`src/rtl/pagerank_ctrl_pkg.sv`:
```
// Shared types and defaults for the PageRank iteration sequencer.
// The FSM state encoding is exported directly on the phase port.
package pagerank_ctrl_pkg;

    localparam int DEF_NUM_HW_THREADS  = 8;
    localparam int DEF_MAX_ITERATIONS  = 100;
    localparam int DEF_WATCHDOG_CYCLES = 65535;
    localparam int WDOG_W              = 32;

    typedef enum logic [2:0] {
        IDLE   = 3'd0,
        RUN    = 3'd1,
        STREAM = 3'd2,
        CHECK  = 3'd3,
        NEXT   = 3'd4,
        DONE   = 3'd5
    } ctrl_state_t;

    function automatic logic is_busy(ctrl_state_t s);
        return !(s == IDLE || s == DONE);
    endfunction

endpackage

```
`src/rtl/pagerank_done_collector.sv`:
```
// Sticky per-thread completion flags; all_done includes inputs
// arriving this cycle unless the ignore window is active.
module pagerank_done_collector
    import pagerank_ctrl_pkg::*;
#(
    parameter int N = DEF_NUM_HW_THREADS
) (
    input  logic         clock,
    input  logic         reset,
    input  logic         clear,
    input  logic         ignore,
    input  logic [N-1:0] done,
    output logic         all_done
);

    logic [N-1:0] flags;
    logic [N-1:0] live;

    assign live     = done & {N{~ignore}};
    assign all_done = &(flags | live);

    always_ff @(posedge clock) begin
        if (reset || clear) begin
            flags <= '0;
        end else begin
            flags <= flags | live;
        end
    end

endmodule

```
`src/rtl/pagerank_iteration_ctrl.sv`:
```
// Iteration sequencer for the partitioned PageRank datapath.
// Optional per-phase watchdog: define PAGERANK_WATCHDOG_EN.
module pagerank_iteration_ctrl
    import pagerank_ctrl_pkg::*;
#(
    parameter int NUM_HW_THREADS  = DEF_NUM_HW_THREADS,
    parameter int MAX_ITERATIONS  = DEF_MAX_ITERATIONS,
    parameter int WATCHDOG_CYCLES = DEF_WATCHDOG_CYCLES
) (
    input  logic                      clock,
    input  logic                      reset,
    input  logic                      pagerank_enable,
    input  logic [NUM_HW_THREADS-1:0] scatter_done,
    input  logic [NUM_HW_THREADS-1:0] gather_done,
    input  logic                      stream_done,
    input  logic                      converged_valid,
    input  logic                      converged,
    output logic                      run_start,
    output logic                      stream_start,
    output logic                      nextIteration,
    output logic [31:0]               iteration_number,
    output logic [2:0]                phase,
    output logic                      busy,
    output logic                      pagerank_complete,
    output logic                      timeout_error
);

    ctrl_state_t state;
    ctrl_state_t next_state;

    logic abort;
    logic enter_run;
    logic last_iter;
    logic scatter_all;
    logic gather_all;
    logic flag_clear;
    logic wd_hit;

    assign abort      = !pagerank_enable && is_busy(state);
    assign enter_run  = (next_state == RUN) && (state != RUN);
    assign last_iter  = iteration_number == 32'(MAX_ITERATIONS - 1);
    assign flag_clear = enter_run || abort;
    assign phase      = state;

    // run_start marks the cycle in which stale done levels are ignored
    pagerank_done_collector #(.N(NUM_HW_THREADS)) u_scatter (
        .clock    (clock),
        .reset    (reset),
        .clear    (flag_clear),
        .ignore   (run_start),
        .done     (scatter_done),
        .all_done (scatter_all)
    );

    pagerank_done_collector #(.N(NUM_HW_THREADS)) u_gather (
        .clock    (clock),
        .reset    (reset),
        .clear    (flag_clear),
        .ignore   (run_start),
        .done     (gather_done),
        .all_done (gather_all)
    );

    always_comb begin
        next_state = state;
        unique case (state)
            IDLE:    if (pagerank_enable) next_state = RUN;
            RUN:     if (scatter_all && gather_all) next_state = STREAM;
            STREAM:  if (stream_done) next_state = CHECK;
            CHECK: begin
                if (converged_valid) begin
                    next_state = (converged || last_iter) ? DONE : NEXT;
                end
            end
            NEXT:    next_state = RUN;
            DONE:    if (!pagerank_enable) next_state = IDLE;
            default: next_state = IDLE;
        endcase
        if (wd_hit) next_state = DONE;
        if (abort) next_state = IDLE;
    end

    always_ff @(posedge clock) begin
        if (reset) begin
            state             <= IDLE;
            run_start         <= 1'b0;
            stream_start      <= 1'b0;
            nextIteration     <= 1'b0;
            busy              <= 1'b0;
            pagerank_complete <= 1'b0;
        end else begin
            state             <= next_state;
            run_start         <= enter_run;
            stream_start      <= (next_state == STREAM) && (state != STREAM);
            nextIteration     <= next_state == NEXT;
            busy              <= is_busy(next_state);
            pagerank_complete <= next_state == DONE;
        end
    end

    always_ff @(posedge clock) begin
        if (reset || abort) begin
            iteration_number <= '0;
        end else if (state == IDLE && next_state == RUN) begin
            iteration_number <= '0;
        end else if (state == CHECK && next_state == NEXT) begin
            iteration_number <= iteration_number + 32'd1;
        end
    end

`ifdef PAGERANK_WATCHDOG_EN
    logic [WDOG_W-1:0] wd_cnt;
    logic              wd_active;

    assign wd_active = state inside {RUN, STREAM, CHECK};
    assign wd_hit    = wd_active
                    && (wd_cnt == WDOG_W'(WATCHDOG_CYCLES - 1));

    always_ff @(posedge clock) begin
        if (reset || next_state != state) begin
            wd_cnt <= '0;
        end else if (wd_active) begin
            wd_cnt <= wd_cnt + 1'b1;
        end
    end

    // Sticky until the next run is launched
    always_ff @(posedge clock) begin
        if (reset) begin
            timeout_error <= 1'b0;
        end else if (state == IDLE && next_state == RUN) begin
            timeout_error <= 1'b0;
        end else if (wd_hit && !abort) begin
            timeout_error <= 1'b1;
        end
    end
`else
    assign wd_hit        = 1'b0;
    assign timeout_error = 1'b0;
`endif

endmodule

```
`config.mk`:
```
export PLATFORM = sky130hd
export DESIGN_NAME = pagerank_iteration_ctrl
export DESIGN_NICKNAME = d
export VERILOG_FILES = /design/src/rtl/pagerank_ctrl_pkg.sv /design/src/rtl/pagerank_done_collector.sv /design/src/rtl/pagerank_iteration_ctrl.sv
export SDC_FILE = /design/constraint.sdc
export NUM_CORES = 1
export LEC_CHECK = 0
export BUFFER_PORTS_ARGS = -buffer_cell sky130_fd_sc_hd__buf_2
export CORE_ASPECT_RATIO = 1.2
export CORE_MARGIN = 2
export CORE_UTILIZATION = 45
export DETAILED_ROUTE_END_ITERATION = 7
export PLACE_DENSITY = 0.81
export SLEW_MARGIN = 5
export SYNTH_ARGS = -nofsm -noshare
export SYNTH_HDL_FRONTEND = slang
export SYNTH_SLANG_ARGS = --single-unit
```
`constraint.sdc`:
```
create_clock -name clock -period 4.14 [get_ports clock]
set_clock_uncertainty 0.2 [all_clocks]
set_input_delay 0.621 -clock clock [delete_from_list [all_inputs] [get_ports clock]]
set_output_delay 0.621 -clock clock [all_outputs]
set_load 0.005 [all_outputs]
```
==> results of run 1 <==
area by class of cell:
type                       instances  area (sq um)  share of cell area (%)
multi-input combinational        237          1468                   46.42
timing repair buffer              63         320.3                   10.13
sequential                        56          1121                   35.46
tap                               80         100.1                   3.166
clock inverter                     1         30.03                  0.9497
inverter                           7         26.28                  0.8310
clock buffer                       7         96.34                   3.047
worst max-delay path by stage:
stage,from,endpoint,slack (ns)
3_3_place_gp,converged,iteration_number[31],1.28
3_5_place_dp,converged,iteration_number[31],1.21
2_1_floorplan,converged,iteration_number[29],1.71
6_report,phase[1],iteration_number[31],1.20
5_1_grt,phase[0],iteration_number[31],0.98
4_1_cts,phase[1],iteration_number[31],1.21
layer usage:
metal	vias to the layer above	global-route usage, %	share of wire [%]
li1	1344	-	-
met1	1291	24.81	44
met3	16	3.531	4.9
met2	85	34.59	49
met5	-	0	0
met4	0	10.06	2.4
worst min-delay path, delay by kind of cell, from the launching register on:
family / cells / cell delay, ns
AO/OA/AOI/OAI: 2 / 0.14
flip-flops: 1 / 0.36
report_power, final:
group          switching [uW]  internal [uW]  total (uW)
registers                13.4            553         566
logic                    46.6           32.0        78.6
clock network             172            214         385
total                     232            799        1030
placed cells by master, fill, tap and decap left out, drive strengths merged, types with 2 or more instances in the layout:
cell    synthesis  layout
a21oi          49      49
and3            8       8
and4            4       4
and4b           3       3
buf             5      63
clkbuf         14       7
dfxtp          56      56
inv             7       7
nand2          14      14
nand3          14      14
nand3b          3       3
nand4          11      11
nor2            7       7
nor3           21      21
nor4            9       9
nor4b           3       3
o21ai          14      14
o22ai           8       8
o31ai          16      16
o41ai           2       2
or2             2       2
or3            11      11
or3b            3       3
or4            17      17
xnor2           3       3
sequential cells by signal (all words and copies together) (netlist names):
signal	cells
pagerank_complete	1
nextIteration	1
run_start	1
phase	3
stream_start	1
u_gather.flags	8
busy	1
u_scatter.flags	8
iteration_number	32
stage by stage:
stage	setup slack (ns)	hold WS (ns)	area (sq um)	cells
final	1.196	0.3272	3162	451
after global routing	0.9843	0.3408	3162	451
after CTS	1.206	0.3246	3162	451
after detailed placement	1.206	0.3082	3035	443
after global placement	1.284	0.2902	3035	443
after floorplan	1.711	0.2807	2700	319
logic make-up (layout without fill, tap and decap cells):
kind of cell	count (synthesis)	after routing
AND/OR/NAND/NOR	133	133
adder cells (fa/ha/maj)	1	1
other	1	1
buffers and inverters	26	78
flip-flops	56	56
XOR/XNOR	3	3
AO/OA/AOI/OAI	99	99
==> flow_metrics.py, run 1 <==
metrics = {
    "outcome": {
        "status": "finished clean",
    },
    "clock_tree": {
        "cts_hold_buf": 0,
        "cts_resized": 0,
        "post_cts_buffers": 0,
        "clock_sinks": 56,
        "worst_skew_pair.late_latency_ns": 0.31,
        "htree_levels": 2,
        "cts_buffers": 5,
        "root_buffer": "clkbuf_8",
        "path_clk_slew_ns": 0.10,
        "cts_tree": "built",
        "cts_buffer_depth": 2,
    },
    "setup_path": {
        "crit_path_end_kind": "register",
        "crit_top_cell": "or4_1",
        "path_depth": 5,
        "arrival_ns": 2.99,
        "reg2reg_to": "iteration_number[31]",
        "slowest_stage": "or4_1",
        "path_max_fanout": 21,
        "crit_type": "reg -> reg",
        "path_buf_inv": 0,
        "required_ns": 4.19,
        "crit_chain": "and4b_1, nand4_1, or4_1, or4_1, a21oi_1",
        "rrSetupSlack_ns": 1.20,
        "crit-reg2reg-launch": "phase[1]",
        "start_kind": "register",
        "ff2ff_path_depth": 5,
        "max_stage_delay_ns": 0.76,
        "cp_top_family": "simple AND/OR/NAND/NOR gates",
    },
    "logic_synthesis": {
        "synth.most_common_cell": "dfxtp_1",
        "synth_common_cells": "dfxtp_1 (56), a21oi_1 (49), nor3_1 (21)",
        "syn_area_sq_mm": 0.002700,
        "synth-adder-area-share_pct": 0.4634,
        "synth-main-ff-cell": "dfxtp_1",
        "yosysSeqAreaShare_pct": 41.52,
        "synth_compound_area_share_pct": 22.01,
        "synth_top_area_share_pct": 41.52,
        "ys_async_sr_fraction_pct": 0,
        "synth.area.top_cells": "dfxtp_1 (42%), a21oi_1 (9.1%), or4_1 (4.7%), o31ai_1 (4.4%), nor3_1 (3.9%)",
        "synth_seq_cells": 56,
        "muxShareOfSynthArea_pct": 0,
        "yosys.area_share.simple_pct": 30.35,
        "ys_types": 47,
        "yosysWarnings": 0,
        "synth-xor-area-share_pct": 0.9731,
        "synth_top_area_cell": "dfxtp_1",
        "synth_cells": 319,
        "syn-num-nets": 342,
        "synth_edf_count": 0,
        "syn_avg_cell_area_sq_um": 8.464,
        "synth_top_family_by_area": "simple AND/OR/NAND/NOR gates",
    },
    "drt": {
        "wire_per_inst_um": 14.72,
        "drt_iter0_drc": 146,
        "dr.pass1.iters": 4,
        "routed_wl_um": 6638,
        "viasPerCell": 6.067,
        "num_vias": 2736,
        "antenna_left": 0,
        "drc": 0,
    },
    "sta": {
        "finalSetupTns_ns": 0,
        "max_freq_ghz": 0.3396,
        "rsz0062_at_grt": "false",
        "worst_pin_slew_ns": 0.7191,
        "setup_viol": 0,
        "report.final.slew_viol_count": 0,
        "finalHoldViolCount": 0,
        "fin_crit_sh_pct": 71.12,
        "fin_crit_ns": 2.944,
        "slew_headroom_pct": 51.62,
    },
    "layout": {
        "antenna_cells": 0,
        "final_core_util_pct": 55.05,
        "fill_cells": 549,
        "drive_gt1_share_pct": 22.10,
        "final_nets": 393,
        "area_growth_pct": 17.10,
    },
    "die": {
        "row_count": 30,
        "io_pins": 63,
        "die-area_sq_mm": 0.006638,
        "initial_core_util_pct": 47.02,
        "die_h_um": 88.86,
        "core_area_sq_mm": 0.005743,
        "die_x_um": 74.71,
    },
    "grt": {
        "track_usage_pct": 20.45,
        "antenna_found_initial": 0,
        "grt_max_degree": 33,
        "first_global_vias": 2437,
        "grt_pass1_wl_um": 10660,
        "overflow": 0,
    },
    "place": {
        "hpwl_um": 4600,
        "portBuffers": 61,
        "place_congestion": 0.8250,
    },
    "run": {
        "drv_cap": 0,
    },
    "worst_hold_path": {
        "whs_endpoint": "iteration_number[10]",
        "hp-class": "reg -> reg",
        "hold_path.startpoint": "iteration_number[10]",
        "min_path_cells": 2,
    },
    "power_and_ir_drop": {
        "power.density_mw_per_mm2": 325.9,
        "ir_drop_v": 0.0001819,
        "power_uw": 1030,
        "p_leak_uw": 0.001151,
    },
}
(Power assumes the default switching activity.)
==> inputs of run 2 (changes only) <==
--- a/config.mk
+++ b/config.mk
@@ -5,12 +5,13 @@
 export SDC_FILE = /design/constraint.sdc
 export NUM_CORES = 1
 export LEC_CHECK = 0
+export ABC_AREA = 1
 export BUFFER_PORTS_ARGS = -buffer_cell sky130_fd_sc_hd__buf_2
 export CORE_ASPECT_RATIO = 1.2
 export CORE_MARGIN = 2
 export CORE_UTILIZATION = 45
 export DETAILED_ROUTE_END_ITERATION = 7
-export PLACE_DENSITY = 0.81
+export PLACE_DENSITY = 0.82
 export SLEW_MARGIN = 5
 export SYNTH_ARGS = -nofsm -noshare
 export SYNTH_HDL_FRONTEND = slang
==> constraint.sdc (replaced) <==
create_clock -name clock -period 2.7 [get_ports clock]
set_clock_uncertainty 0.2 [all_clocks]
set_input_delay 0.405 -clock clock [delete_from_list [all_inputs] [get_ports clock]]
set_output_delay 0.405 -clock clock [all_outputs]
set_load 0.005 [all_outputs]
==> run 2 against run 1 <==
Net effect:
- combinational power is 140% higher
- worst hold slack worse by 0.17 ns
- synthesized cell count is 56% higher
- sequential share of layout area is 4.9 points lower
- setup slack worse by 0.85 ns
- sequential cell count stayed put
- non-clock buffer count is 1 higher
- area after synthesis is 20% higher
- first-iteration DRC count is 2.1% lower
- die area is 19% higher
- utilization is 1.9 points lower
- final cell count is 42% higher
==> flow_metrics.py, run 2 <==
metrics = {
    "setup_path": {
        "crit_top_cell": "nand2_1",
        "required_ns": 2.73,
        "cp_top_family": "simple AND/OR/NAND/NOR gates",
        "start_kind": "register",
        "reg2reg_to": "iteration_number[9]",
        "arrival_ns": 2.38,
        "path_depth": 12,
        "crit_path_end_kind": "register",
        "slowest_stage": "dfxtp_1",
        "crit_chain": "inv_2, nand2_1, nand2_1, nand2_1, nor2_1, nand2_1, o21ai_1, nand3_2, nand3_4, buf_4, nand3_1, a21oi_1",
        "crit-reg2reg-launch": "run_start",
        "rrSetupSlack_ns": 0.35,
        "crit_type": "reg -> reg",
        "ff2ff_path_depth": 12,
        "path_max_fanout": 33,
        "max_stage_delay_ns": 0.34,
        "path_buf_inv": 2,
    },
    "layout": {
        "largest_register": "iteration_number",
        "layout_commonest_cell": "nand2_1",
        "fill_cells": 707,
        "drive_gt1_share_pct": 14.98,
        "area_growth_pct": 13.31,
        "antenna_cells": 0,
        "largestRegisters": "iteration_number: 32 flops, u_gather.flags: 8 flops, u_scatter.flags: 8 flops",
        "final_cell_mix": "nand2_1 (138), nor2_1 (77), buf_2 (61)",
        "largest_reg_flops": 32,
        "final_nets": 576,
    },
    "sta": {
        "fin_crit_ns": 2.350,
        "rsz0062_at_grt": "false",
        "slew_headroom_pct": 38.90,
        "worst_pin_slew_ns": 0.9154,
        "finalSetupTns_ns": 0,
        "setup_viol": 0,
        "max_freq_ghz": 0.4255,
        "report.final.slew_viol_count": 0,
        "fin_crit_sh_pct": 87.05,
        "finalHoldViolCount": 0,
    },
    "run": {
        "drv_cap": 0,
    },
    "drt": {
        "routed_wl_um": 7966,
        "drc": 0,
        "viasPerCell": 5.042,
        "routed.top_layer": "met4",
        "num_vias": 3232,
        "dr_wl_met2_um": 4004,
        "dr_wl_met3_um": 465,
        "wire_per_inst_um": 12.43,
        "dr.pass1.iters": 4,
        "wl_met1_um": 3279,
        "drt_iter0_drc": 143,
        "antenna_left": 0,
    },
    "logic_synthesis": {
        "synth_seq_cells": 56,
        "synth.most_common_cell": "nand2_1",
        "yosysWarnings": 0,
        "syn_area_sq_mm": 0.003234,
        "synth_cells": 499,
        "yosysSeqAreaShare_pct": 34.66,
        "synth_top_area_share_pct": 34.66,
        "syn-num-nets": 522,
        "ys_async_sr_fraction_pct": 0,
        "synth_common_cells": "nand2_1 (138), nor2_1 (77), inv_1 (59)",
        "syn_avg_cell_area_sq_um": 6.482,
        "synth_edf_count": 0,
        "synth.area.top_cells": "dfxtp_1 (35%), nand2_1 (16%), nor2_1 (8.9%), nand3_1 (7.0%), inv_1 (6.8%)",
        "ys_types": 35,
        "synth-main-ff-cell": "dfxtp_1",
        "synth_top_area_cell": "dfxtp_1",
    },
    "grt": {
        "antenna_found_initial": 0,
        "grt_pass1_wl_um": 13020,
        "first_global_vias": 2927,
        "track_usage_pct": 20.40,
        "overflow": 0,
        "grt_max_degree": 34,
    },
    "die": {
        "io_pins": 63,
        "die_x_um": 81.39,
        "row_count": 33,
        "core_area_sq_mm": 0.006895,
        "die_h_um": 96.87,
        "initial_core_util_pct": 46.91,
        "die-area_sq_mm": 0.007884,
    },
    "worst_hold_path": {
        "hp-class": "in -> reg",
        "whs_endpoint": "busy",
        "min_path_cells": 2,
        "hold_path.startpoint": "reset",
    },
    "clock_tree": {
        "cts_buffers": 5,
        "root_buffer": "clkbuf_8",
        "htree_levels": 2,
        "cts_buffer_depth": 2,
        "worst_skew_pair.late_latency_ns": 0.31,
        "post_cts_buffers": 0,
        "path_clk_slew_ns": 0.10,
        "cts_tree": "built",
        "cts_resized": 0,
        "cts_hold_buf": 0,
        "clock_sinks": 56,
    },
    "outcome": {
        "status": "finished clean",
    },
    "power_and_ir_drop": {
        "power_uw": 1603,
        "p_leak_uw": 0.001699,
        "power.density_mw_per_mm2": 437.3,
        "ir_drop_v": 0.0003395,
    },
    "place": {
        "place_congestion": 0.9374,
        "portBuffers": 61,
        "hpwl_um": 6113,
    },
}
## run 2: changes by cell type in the layout (fill, tap and decap cells not counted), moves of 19 or more
| cell | change |
|---|---|
| nand2_1 | +124 |
| nor2_1 | +70 |
| inv_1 | +52 |
| nand3_1 | +32 |
| a21oi_1 | -20 |
| xor2_1 | +19 |
## run 2: through the flow
| step | util [%] | hold slack [ns] | cells | setup WS (ns) | cell area (sq um) |
|---|---|---|---|---|---|
| global placement | 51.46 | 0.2909 | 633 | 0.4872 | 3548 |
| global route | 53.15 | 0.1514 | 641 | 0.08703 | 3665 |
| finish | 53.15 | 0.1548 | 641 | 0.3498 | 3665 |
| detailed placement | 51.46 | 0.3010 | 633 | 0.4056 | 3548 |
| floorplan | - | 0.2909 | 499 | 0.7992 | 3234 |
| CTS | 53.15 | 0.1347 | 641 | 0.3629 | 3665 |
## run 2: worst max path at each step
| stage | start | end | slack (ns) |
|---|---|---|---|
| final | run_start | iteration_number[9] | 0.35 |
| after detailed placement | run_start | iteration_number[9] | 0.41 |
| after global routing | run_start | iteration_number[21] | 0.09 |
| after global placement | pagerank_enable | iteration_number[3] | 0.49 |
| after CTS | run_start | iteration_number[9] | 0.36 |
| after floorplan | iteration_number[0] | u_gather.flags[2] | 0.80 |
## run 2: cell type report
cell class | count | area (sq um) | area share (%)
clock inverter | 3 | 47.55 | 1.297
inverter | 60 | 225.2 | 6.145
multi-input combinational | 366 | 1765 | 48.17
tap | 87 | 108.9 | 2.970
timing repair buffer | 64 | 327.8 | 8.945
sequential | 56 | 1121 | 30.59
clock buffer | 5 | 68.82 | 1.878
## run 2: power by group
group          switching [uW]  total [uW]  internal [uW]
logic                     124         185           60.9
clock network             274         554            280
registers                9.36         863            854
total                     408        1600           1190
## run 2: cells by family (layout without fill, tap and decap cells)
logic type,count (synthesis),count (layout),synth area share (%)
xor gates and xnor gates,28,28,7.582
AOI/OAI and AO/OA,39,39,7.080
DFF,56,56,34.66
other,1,1,0.1159
adders and majority gates,1,1,0.3868
and+or+nand+nor,297,297,39.42
buffers and inverters,77,132,10.75
## run 2: layer usage
metal  global-route usage, %  vias to the layer above
met5                       0                        -
met3                   4.104                       23
met2                   34.99                      107
met1                   24.37                     1441
met4                   7.823                        0
li1                        -                     1661
## run 2: worst reg2reg max path, delay by kind of cell, from the launching register on
kind	cells	cell delay, ns
compound gates	2	0.35
buf+inv	2	0.52
flops	1	0.34
simple gates	8	0.87
==> inputs of run 3 (changes only) <==
--- a/config.mk
+++ b/config.mk
@@ -9,9 +9,9 @@
 export BUFFER_PORTS_ARGS = -buffer_cell sky130_fd_sc_hd__buf_2
 export CORE_ASPECT_RATIO = 1.2
 export CORE_MARGIN = 2
-export CORE_UTILIZATION = 45
+export CORE_UTILIZATION = 46
 export DETAILED_ROUTE_END_ITERATION = 7
-export PLACE_DENSITY = 0.82
+export PLACE_DENSITY = 0.83
 export SLEW_MARGIN = 5
 export SYNTH_ARGS = -nofsm -noshare
 export SYNTH_HDL_FRONTEND = slang
==> run 3 against run 2 <==
Net effect:
- wire length shrank 0.80%
- power shrank 4.7%
- utilization grew 0.55 points
- non-clock buffer count grew 2
- first-iteration DRC count shrank 4.9%
- combinational power is essentially flat
- count of clock-buffer cells in the layout is the same
- sequential share of layout area grew 0.052 points
- register-to-register slack gained 0.02 ns
- worst hold slack lost 0.0097 ns
- largest cell class unchanged
==> flow_metrics.py, run 3 (same netlist as run 2, synthesis figures left out) <==
metrics = {
    "setup_path": {
        "arrival_ns": 2.36,
        "required_ns": 2.73,
        "start_kind": "register",
        "crit_type": "reg -> reg",
        "path_max_fanout": 33,
        "crit_path_end_kind": "register",
    },
    "layout": {
        "drive_gt1_share_pct": 15.29,
        "fin_area_sq_mm": 0.003659,
        "final_nets": 578,
        "ff_latch_area_sq_mm": 0.001121,
        "largest_reg_flops": 32,
        "multi_input_area_sq_mm": 0.001765,
        "fill_cells": 680,
        "layout_commonest_cell": "nand2_1",
        "area_growth_pct": 13.11,
        "largest_register": "iteration_number",
        "final_cell_mix": "nand2_1 (138), nor2_1 (77), buf_2 (61)",
        "antenna_cells": 0,
        "largestRegisters": "iteration_number: 32 flops, u_gather.flags: 8 flops, u_scatter.flags: 8 flops",
    },
    "die": {
        "core_area_sq_mm": 0.006813,
        "die_h_um": 95.86,
        "die-area_sq_mm": 0.007721,
        "die_x_um": 80.55,
        "initial_core_util_pct": 47.47,
        "row_count": 33,
        "io_pins": 63,
    },
    "grt": {
        "top_usage_layer": "met2",
        "track_usage_pct": 21.52,
        "met1_usage_pct": 23.25,
        "antenna_found_initial": 0,
        "overflow": 0,
        "met2_usage_pct": 38.82,
        "use_met3_pct": 5.159,
        "grt_max_degree": 34,
        "grt_pass1_wl_um": 13230,
        "first_global_vias": 3064,
    },
    "clock_tree": {
        "clock_sinks": 56,
        "path_clk_slew_ns": 0.10,
        "cts_hold_buf": 0,
        "cts_buffer_depth": 2,
        "cts_buffers": 5,
        "cts_resized": 0,
        "post_cts_buffers": 0,
        "htree_levels": 2,
        "cts_tree": "built",
        "root_buffer": "clkbuf_8",
        "worst_skew_pair.late_latency_ns": 0.32,
    },
    "sta": {
        "setup_viol": 0,
        "fin_crit_sh_pct": 86.34,
        "finalSetupTns_ns": 0,
        "finalHoldViolCount": 0,
        "report.final.slew_viol_count": 0,
        "slew_headroom_pct": 39.33,
        "rsz0062_at_grt": "false",
        "worst_pin_slew_ns": 0.9090,
        "max_freq_ghz": 0.4290,
        "setup_ws_ns": 0.3688,
        "fin_crit_ns": 2.331,
    },
    "drt": {
        "drc": 0,
        "dr.pass1.iters": 4,
        "wire_per_inst_um": 12.29,
        "viasPerCell": 5.008,
        "routed_wl_um": 7902,
        "num_vias": 3220,
        "drt_iter0_drc": 136,
        "antenna_left": 0,
    },
    "power_and_ir_drop": {
        "power.density_mw_per_mm2": 417.5,
        "ir_drop_v": 0.0002647,
        "p_leak_uw": 0.001700,
    },
    "place": {
        "place_congestion": 0.9471,
        "portBuffers": 61,
        "dpl_cell_area_sq_mm": 0.003563,
        "dp_worst_setup_slack_ns": 0.3897,
        "hpwl_um": 5954,
    },
    "outcome": {
        "status": "finished clean",
    },
    "run": {
        "drv_cap": 0,
    },
    "worst_hold_path": {
        "hp-class": "in -> reg",
    },
}
## run 3: cell count changes in the layout (fill, tap and decap cells not counted), sizes merged
| cell | delta |
|---|---|
| buf | +2 |
| bufinv | -1 |
| inv | +1 |
## run 3: per-layer routing
metal | up-vias | wire, um
li1 | 1669 | -
met1 | 1421 | 3194
met5 | - | 0
met3 | 34 | 458
met4 | 0 | 393
met2 | 96 | 3854
## run 3: path summary, 6_finish.rpt
path	start	to	slack, ns	depth (start not counted)
worst max-delay path	run_start	iteration_number[22]	0.37	12
worst min-delay path	reset	busy	0.15	2
worst max register to register	run_start	iteration_number[22]	0.37	12
worst min register to register	iteration_number[12]	iteration_number[12]	0.32	2
## run 3: report_power, final
group / switching (uW) / internal [uW] / total, uW
registers: 9.46 / 854 / 864
logic: 124 / 60.9 / 185
clock network: 289 / 190 / 479
## run 3: through the flow
stage	hold slack, ns	utilization, %	cells	total power (uW)
after global placement	0.2909	52.30	635	1062
after detailed placement	0.3028	52.30	635	1069
after floorplan	0.2909	-	499	1037
after global routing	0.1399	53.70	643	1611
final	0.1451	53.70	643	1528
after CTS	0.1365	53.70	643	1543
## run 3: critical path, stage by stage (launching register included)
cell     delay [ns]
dfxtp_1        0.34
inv_2          0.19
nand2_1        0.09
nand2_1        0.09
nand2_1        0.06
nor2_1         0.09
nand2_1        0.11
o21ai_1        0.17
nand3_2        0.13
nand3_4        0.10
buf_4          0.32
nand3_1        0.13
a21oi_1        0.19
## run 3: layout make-up
class | count | share of cell area (%)
Inverter | 60 | 6.156
Clock buffer | 5 | 1.881
Timing Repair Buffer | 66 | 9.371
Multi-Input combinational cell | 366 | 48.26
Sequential cell | 56 | 30.64
Clock inverter | 3 | 0.7182
Tap cell | 87 | 2.975
